===== src/rtl/sec_timer.sv =====
// MM:SS stopwatch: counts seconds from a synchronised 1 Hz strobe while in RUN,
// with a start/stop toggle, synchronous digit clear and a 59:59 rollover pulse.
module sec_timer (
  input  logic       clk,
  input  logic       clr_n,
  input  logic       clk_1Hz,
  input  logic       start_stop,
  input  logic       clear,
  output logic [3:0] sec_lo,
  output logic [3:0] sec_hi,
  output logic [3:0] min_lo,
  output logic [3:0] min_hi,
  output logic       running,
  output logic       wrap,
  output logic       fsm_state
);

  typedef enum logic {
    STOP = 1'b0,
    RUN  = 1'b1
  } run_state_t;

  run_state_t state;

  logic s1;
  logic s2;
  logic s3;
  logic tick;
  logic inc;
  logic carry_sec_lo;
  logic carry_sec_hi;
  logic carry_min_lo;
  logic carry_min_hi;

  // s1/s2 form the two-flop synchroniser; s3 delays s2 for rising-edge detection.
  always_ff @(posedge clk or negedge clr_n) begin
    if (!clr_n) begin
      s1 <= 1'b0;
      s2 <= 1'b0;
      s3 <= 1'b0;
    end else begin
      s1 <= clk_1Hz;
      s2 <= s1;
      s3 <= s2;
    end
  end

  assign tick = s2 & ~s3;

  // Increment is judged on the state before this edge, so a start_stop
  // arriving with the tick does not affect whether that tick counts.
  assign inc = tick && (state == RUN);

  // Digit wrap tests use >= so an out-of-range digit can only ever fall back to 0.
  assign carry_sec_lo = inc          && (sec_lo >= 4'd9);
  assign carry_sec_hi = carry_sec_lo && (sec_hi >= 4'd5);
  assign carry_min_lo = carry_sec_hi && (min_lo >= 4'd9);
  assign carry_min_hi = carry_min_lo && (min_hi >= 4'd5);

  always_ff @(posedge clk or negedge clr_n) begin
    if (!clr_n) begin
      state   <= STOP;
      running <= 1'b0;
    end else if (start_stop) begin
      state   <= (state == RUN) ? STOP : RUN;
      running <= (state == STOP);
    end
  end

  assign fsm_state = state;

  // Clear wins over increment and never produces a wrap pulse.
  always_ff @(posedge clk or negedge clr_n) begin
    if (!clr_n) begin
      sec_lo <= 4'd0;
      sec_hi <= 4'd0;
      min_lo <= 4'd0;
      min_hi <= 4'd0;
      wrap   <= 1'b0;
    end else if (clear) begin
      sec_lo <= 4'd0;
      sec_hi <= 4'd0;
      min_lo <= 4'd0;
      min_hi <= 4'd0;
      wrap   <= 1'b0;
    end else begin
      wrap <= carry_min_hi;
      if (inc) begin
        sec_lo <= carry_sec_lo ? 4'd0 : sec_lo + 4'd1;
      end
      if (carry_sec_lo) begin
        sec_hi <= carry_sec_hi ? 4'd0 : sec_hi + 4'd1;
      end
      if (carry_sec_hi) begin
        min_lo <= carry_min_lo ? 4'd0 : min_lo + 4'd1;
      end
      if (carry_min_lo) begin
        min_hi <= carry_min_hi ? 4'd0 : min_hi + 4'd1;
      end
    end
  end

endmodule

===== config.mk =====
export PLATFORM = sky130hd
export DESIGN_NAME = sec_timer
export DESIGN_NICKNAME = d
export VERILOG_FILES = /design/src/rtl/sec_timer.sv
export SDC_FILE = /design/constraint.sdc
export NUM_CORES = 1
export LEC_CHECK = 0
export ABC_AREA = 1
export CAP_MARGIN = 20
export CELL_PAD_IN_SITES_DETAIL_PLACEMENT = 1
export CELL_PAD_IN_SITES_GLOBAL_PLACEMENT = 2
export CORE_UTILIZATION = 30
export CTS_CLUSTER_DIAMETER = 30
export DETAILED_ROUTE_END_ITERATION = 10
export GPL_TIMING_DRIVEN = 0
export PLACE_DENSITY_LB_ADDON = 0.05
export SLEW_MARGIN = 0
export SYNTH_ARGS = -nofsm -noshare
export SYNTH_HDL_FRONTEND = slang
export SYNTH_SLANG_ARGS = --single-unit

===== constraint.sdc =====
create_clock -name clk -period 1.5 [get_ports clk]
set_input_delay 0.225 -clock clk [delete_from_list [all_inputs] [get_ports clk]]
set_output_delay 0.225 -clock clk [all_outputs]
set_load 0.02 [all_outputs]

* Word-level counts from Yosys, hierarchy flattened *
Cells that the tools add are included.

storage, ports and cells
  register bits after elaboration = 22
  input bits = 5
  output and inout bits = 19

cells by class
  add/sub/neg operators = 4
  $lt $le $gt $ge = 4
  muxes and demuxes = 14
  bitwise logic cells = 3
  reduce and logical (&&, ||, !) cells = 9

operators with widths
  cell                   count
  $mux W4                12
  $add A4 B1 Y4 const B  4
  $ge A4 B3 Y1 const B   2
  $ge A4 B4 Y1 const B   2
  $reduce_bool A2 Y1     4
  $logic_and A1 B1 Y1    5
  $mux W1                2
  $not A1 Y1             2
  $and A1 B1 Y1          1

* Longest topological paths before layout *
  depth in word-level cells = 10
  mapped depth = 9

* Worst setup path before layout *
OpenSTA, ideal clock, no wires.

  path kind = flip-flop to flip-flop
  start = register sec_hi[1]
  end = register min_lo[0]
  library setup time = 0.065 ns
  data arrival time = 1.434 ns
  data required time = 1.435 ns
  path slack = 0.000 ns
  cell stages (with the launch flop) = 10
  buffers on the path = 0
  path through = dfrtp_1 > inv_1 > ha_1 > clkinv_1 > nand2_1 > a21oi_4 > nor2_8 > nor2_2 > nand2_1 > nand2_1

between the ends
  cells in the longest elaborated chain, start to end = 6
  elaborated cells between the ends (all ways) = 7

ends and longest elaborated chain
  item                    line  RTL
  from (decl)             10    output logic [3:0] sec_hi,
  from (signal assigned)  92    sec_hi <= carry_sec_hi ? 4'd0 : sec_hi + 4'd1;
  $ge A4 B3 Y1 *          56    assign carry_sec_hi = carry_sec_lo && (sec_hi >= 4'd5);
  $logic_and A1 B1 Y1 *   56
  $logic_and A1 B1 Y1     57    assign carry_min_lo = carry_sec_hi && (min_lo >= 4'd9);
  $mux W4                 95    min_lo <= carry_min_lo ? 4'd0 : min_lo + 4'd1;
  $mux W4                 94    if (carry_sec_hi) begin
  $mux W4                 80    end else if (clear) begin
  to (signal assigned)    95
  to (decl)               11    output logic [3:0] min_lo,

Mark *: on every way between the ends. The rest lies on a longest branch, timed or not. The select of a mux whose other input is x is not followed.
A chain may end at the register's enable or synchronous reset.

* Worst setup path in the final report *
  start = register wrap
  end = output wrap

RTL lines
  item                    line  RTL
  from (decl)             14    output logic wrap,
  from (signal assigned)  87    wrap <= carry_min_hi;

No word-level cell between the ends.

==> impl_metrics.env <==
export IMPL_power_share_clock_pct=29.2
export IMPL_clock_latency_ns=0.26
export IMPL_min_period_ns=1.426
export IMPL_ys_flop_type="dfrtp_1"
export IMPL_placed_area_sq_um=1521
export IMPL_hold_path_class="flop to flop"
export IMPL_finalCritPeriodShare_pct=95.04
export IMPL_cts_tree="done"
export IMPL_layout_commonest_cell="nand2_1"
export IMPL_drt_pass1_iter_count=3
export IMPL_initial_core_util_pct=32.41
export IMPL_synthSimpleGateAreaFrac_pct=28.56
export IMPL_first_global_vias=1073
export IMPL_portBuffers=23
export IMPL_p_sw_w=0.0003873
export IMPL_dpl_cell_count=207
export IMPL_synth_warning_count=0
export IMPL_tns_ns=0
export IMPL_fin_skew_ns=0.003928
export IMPL_synth_edf_count=0
export IMPL_internal_power_w=0.0009046
export IMPL_htreeDepth=1
export IMPL_critPathKind="flop to output pin"
export IMPL_core_area_sq_um=3799
export IMPL_yosysSeqAreaShare_pct=42.68
export IMPL_synthTopCellsByArea="dfrtp_1, ha_1, nand2_1"
export IMPL_synth_compound_area_share_pct=6.199
export IMPL_layout_nets=191
export IMPL_fp_dieArea_sq_um=4364
export IMPL_synthMuxAreaShare_pct=0
export IMPL_slew_viol_final=0
export IMPL_syn_nets=153
export IMPL_powerDensity_nw_per_um2=746.0
export IMPL_fp_dieW_microns=66.06
export IMPL_start_kind="flop"
export IMPL_setup_violations=0
export IMPL_async_reset_ff_share_pct=100.0
export IMPL_grt_overflow_total=0
export IMPL_synth_top_cell_area_share_pct=42.68
export IMPL_status="finished, final reports clean"
export IMPL_avgViaCountPerCell=4.805
export IMPL_drcViolationCount=0
export IMPL_power_leakage_nw=0.9045
export IMPL_clockBufferDepth=2
export IMPL_synth_area_sq_um=1231
export IMPL_worst_path_buf_inv=1
export IMPL_final_antenna_net_count=0
export IMPL_crit_fanout=1
export IMPL_clk_pin_slew_ns=0.08
export IMPL_grt_start_max_net_pins=22
export IMPL_layout_cells_non_filler=221
export IMPL_ir_worst_vdd_uv=307.6
export IMPL_critPathMaxStageDelay_ns=0.60
export IMPL_synth_seq_cells=21
export IMPL_hold_viol_final=0
export IMPL_synth_top_family_by_area="simple AND/OR/NAND/NOR gates"
export IMPL_pwr_share_seq_pct=47.7
export IMPL_maxCapViolCount=0
export IMPL_syn_area_per_cell_sq_um=9.053
export IMPL_drt_iter0_drc=15
export IMPL_grt_pass1_wl_mm=5.064
export IMPL_synthDistinctLibCells=24
export IMPL_cp_cell_sequence="clkdlybuf4s50_1"
export IMPL_cp_data_required_time_ns=1.27
export IMPL_final_cell_mix="nand2_1, dfrtp_1, dlygate4sd2_1"
export IMPL_swShare_pct=29.98
export IMPL_relSlewSlack_pct=33.42
export IMPL_cts_buffers=3
export IMPL_fin_total_pwr_w=0.001292
export IMPL_synth_fa_ha_area_share_pct=12.20
export IMPL_drive_above_1_share_pct=30.06
export IMPL_num_rows=22
export IMPL_max_clock_freq_ghz=0.7014
export IMPL_die_y_microns=66.06
export IMPL_nFillCells=461
export IMPL_area_growth_pct=40.65
export IMPL_vias=1062
export IMPL_antenna_found_initial=0
export IMPL_wl_per_cell_microns=13.90
export IMPL_clockRootBuffer="clkbuf_8"
export IMPL_grt_use_total_pct=15.79
export IMPL_cp_end_kind="output pin"
export IMPL_hpwl_mm=2.102
export IMPL_critPathArrivalTime_ns=1.20
export IMPL_critPathSlowestCell="clkdlybuf4s50_1"
export IMPL_wl_mm=3.072
export IMPL_n_antenna_cell=0
export IMPL_cts_sinks=21
export IMPL_hold_buffers=0
export IMPL_synth_xor_area_share_pct=3.557
export IMPL_final_area_sq_um=1732
export IMPL_tightest_slew_ns=0.9955
export IMPL_cp_top_family="buffers and inverters"
export IMPL_netlist_instances=136
export IMPL_combPwrFrac_pct=23.1
export IMPL_io_pins=24
export IMPL_place_congestion=0.7656
export IMPL_synth_area_leader_cell="dfrtp_1"
export IMPL_rsz0062_at_grt="yes"
-- power groups by stage --
stage	combinational [W]	clock, W	sequential (W)
4_1_cts	0.000295	0.000398	0.000616
3_5_place_dp	0.000273	0	0.000638
6_report	0.000299	0.000377	0.000617
5_1_grt	0.000330	0.000420	0.000622
3_3_place_gp	0.000273	0	0.000635
2_1_floorplan	0.000131	0	0.000661
-- worst register-to-register path: stages, from the launching register on --
cell	delay (ns)
dfrtp_2	0.46
inv_2	0.09
ha_4	0.14
nand2_4	0.05
a21oi_4	0.24
buf_6	0.15
nor2_4	0.05
nand4_1	0.08
nand2_1	0.05
-- path summary, 6_finish.rpt --
kind	start	end	slack (ns)	cells after the start
worst min register to register	s1	s2	0.37	0
worst max-delay path	wrap	wrap	0.07	1
min in group asynchronous	clr_n	sec_lo[1]	0.50	1
max in group asynchronous	clr_n	sec_hi[2]	0.32	1
worst min-delay path	s1	s2	0.37	0
worst max register to register	sec_hi[0]	min_hi[0]	0.08	8
-- area by class of cell --
class / instances / area (sq um) / area share (%)
clock inverter: 1 / 5.005 / 0.2890
clock buffer: 3 / 41.29 / 2.384
tap: 48 / 60.06 / 3.468
timing repair buffer: 32 / 290.3 / 16.76
inverter: 19 / 71.32 / 4.118
multi-input combinational: 95 / 720.7 / 41.62
sequential: 21 / 530.5 / 30.64
buffer: 2 / 12.51 / 0.7225
-- synth_stat cells, types with 2 or more instances --
cell type,number
nand2_1,27
dfrtp_1,21
inv_1,14
nand4_1,14
ha_1,12
nor2_1,9
nand3_1,8
xor2_1,5
o21ai_1,4
clkinv_1,3
a21oi_1,2
a21oi_4,2
inv_2,2
nand2_2,2
nor2_2,2
-- cells by family after synthesis --
kind of cell             count (synthesis)
AO/OA/AOI/OAI                           10
buffers and inverters                   21
AND/OR/NAND/NOR                         67
XOR/XNOR                                 5
flip-flops                              21
adder cells (fa/ha/maj)                 12
-- flip-flops by register name, indices dropped and copies added, names as in the netlist --
register,count
wrap,1
running,1
sec_hi,4
min_lo,4
min_hi,4
s1,1
s2,1
sec_lo,4
s3,1
-- stage by stage --
| step | util (%) | setup slack [ns] | hold WS, ns |
|---|---|---|---|
| floorplan | - | 0.0004032 | -0.07059 |
| global placement | 40.05 | -0.04109 | 0.3332 |
| detailed placement | 40.05 | -0.08679 | 0.3568 |
| CTS | 42.56 | 0.005865 | 0.3759 |
| global route | 45.59 | -0.04181 | 0.3829 |
| finish | 45.59 | 0.07435 | 0.3715 |
-- per-layer routing --
layer / vias to the layer above / share of wire (%) / wire length [microns] / global-route usage, %
li1: 522 / - / - / -
met1: 519 / 45 / 1372 / 19.53
met2: 17 / 51 / 1563 / 26.66
met3: 4 / 3.0 / 92 / 2.586
met4: 0 / 1.4 / 44 / 7.181
met5: - / 0 / 0 / 0
-- what timing repair did --
item,in CTS,in global routing
gates resized for setup,25,24
buffers inserted,5,4
gates cloned,1,0
pin swaps,4,19
endpoints found under the setup margin,23,17
No activity file was read; power rests on OpenSTA's default activity.
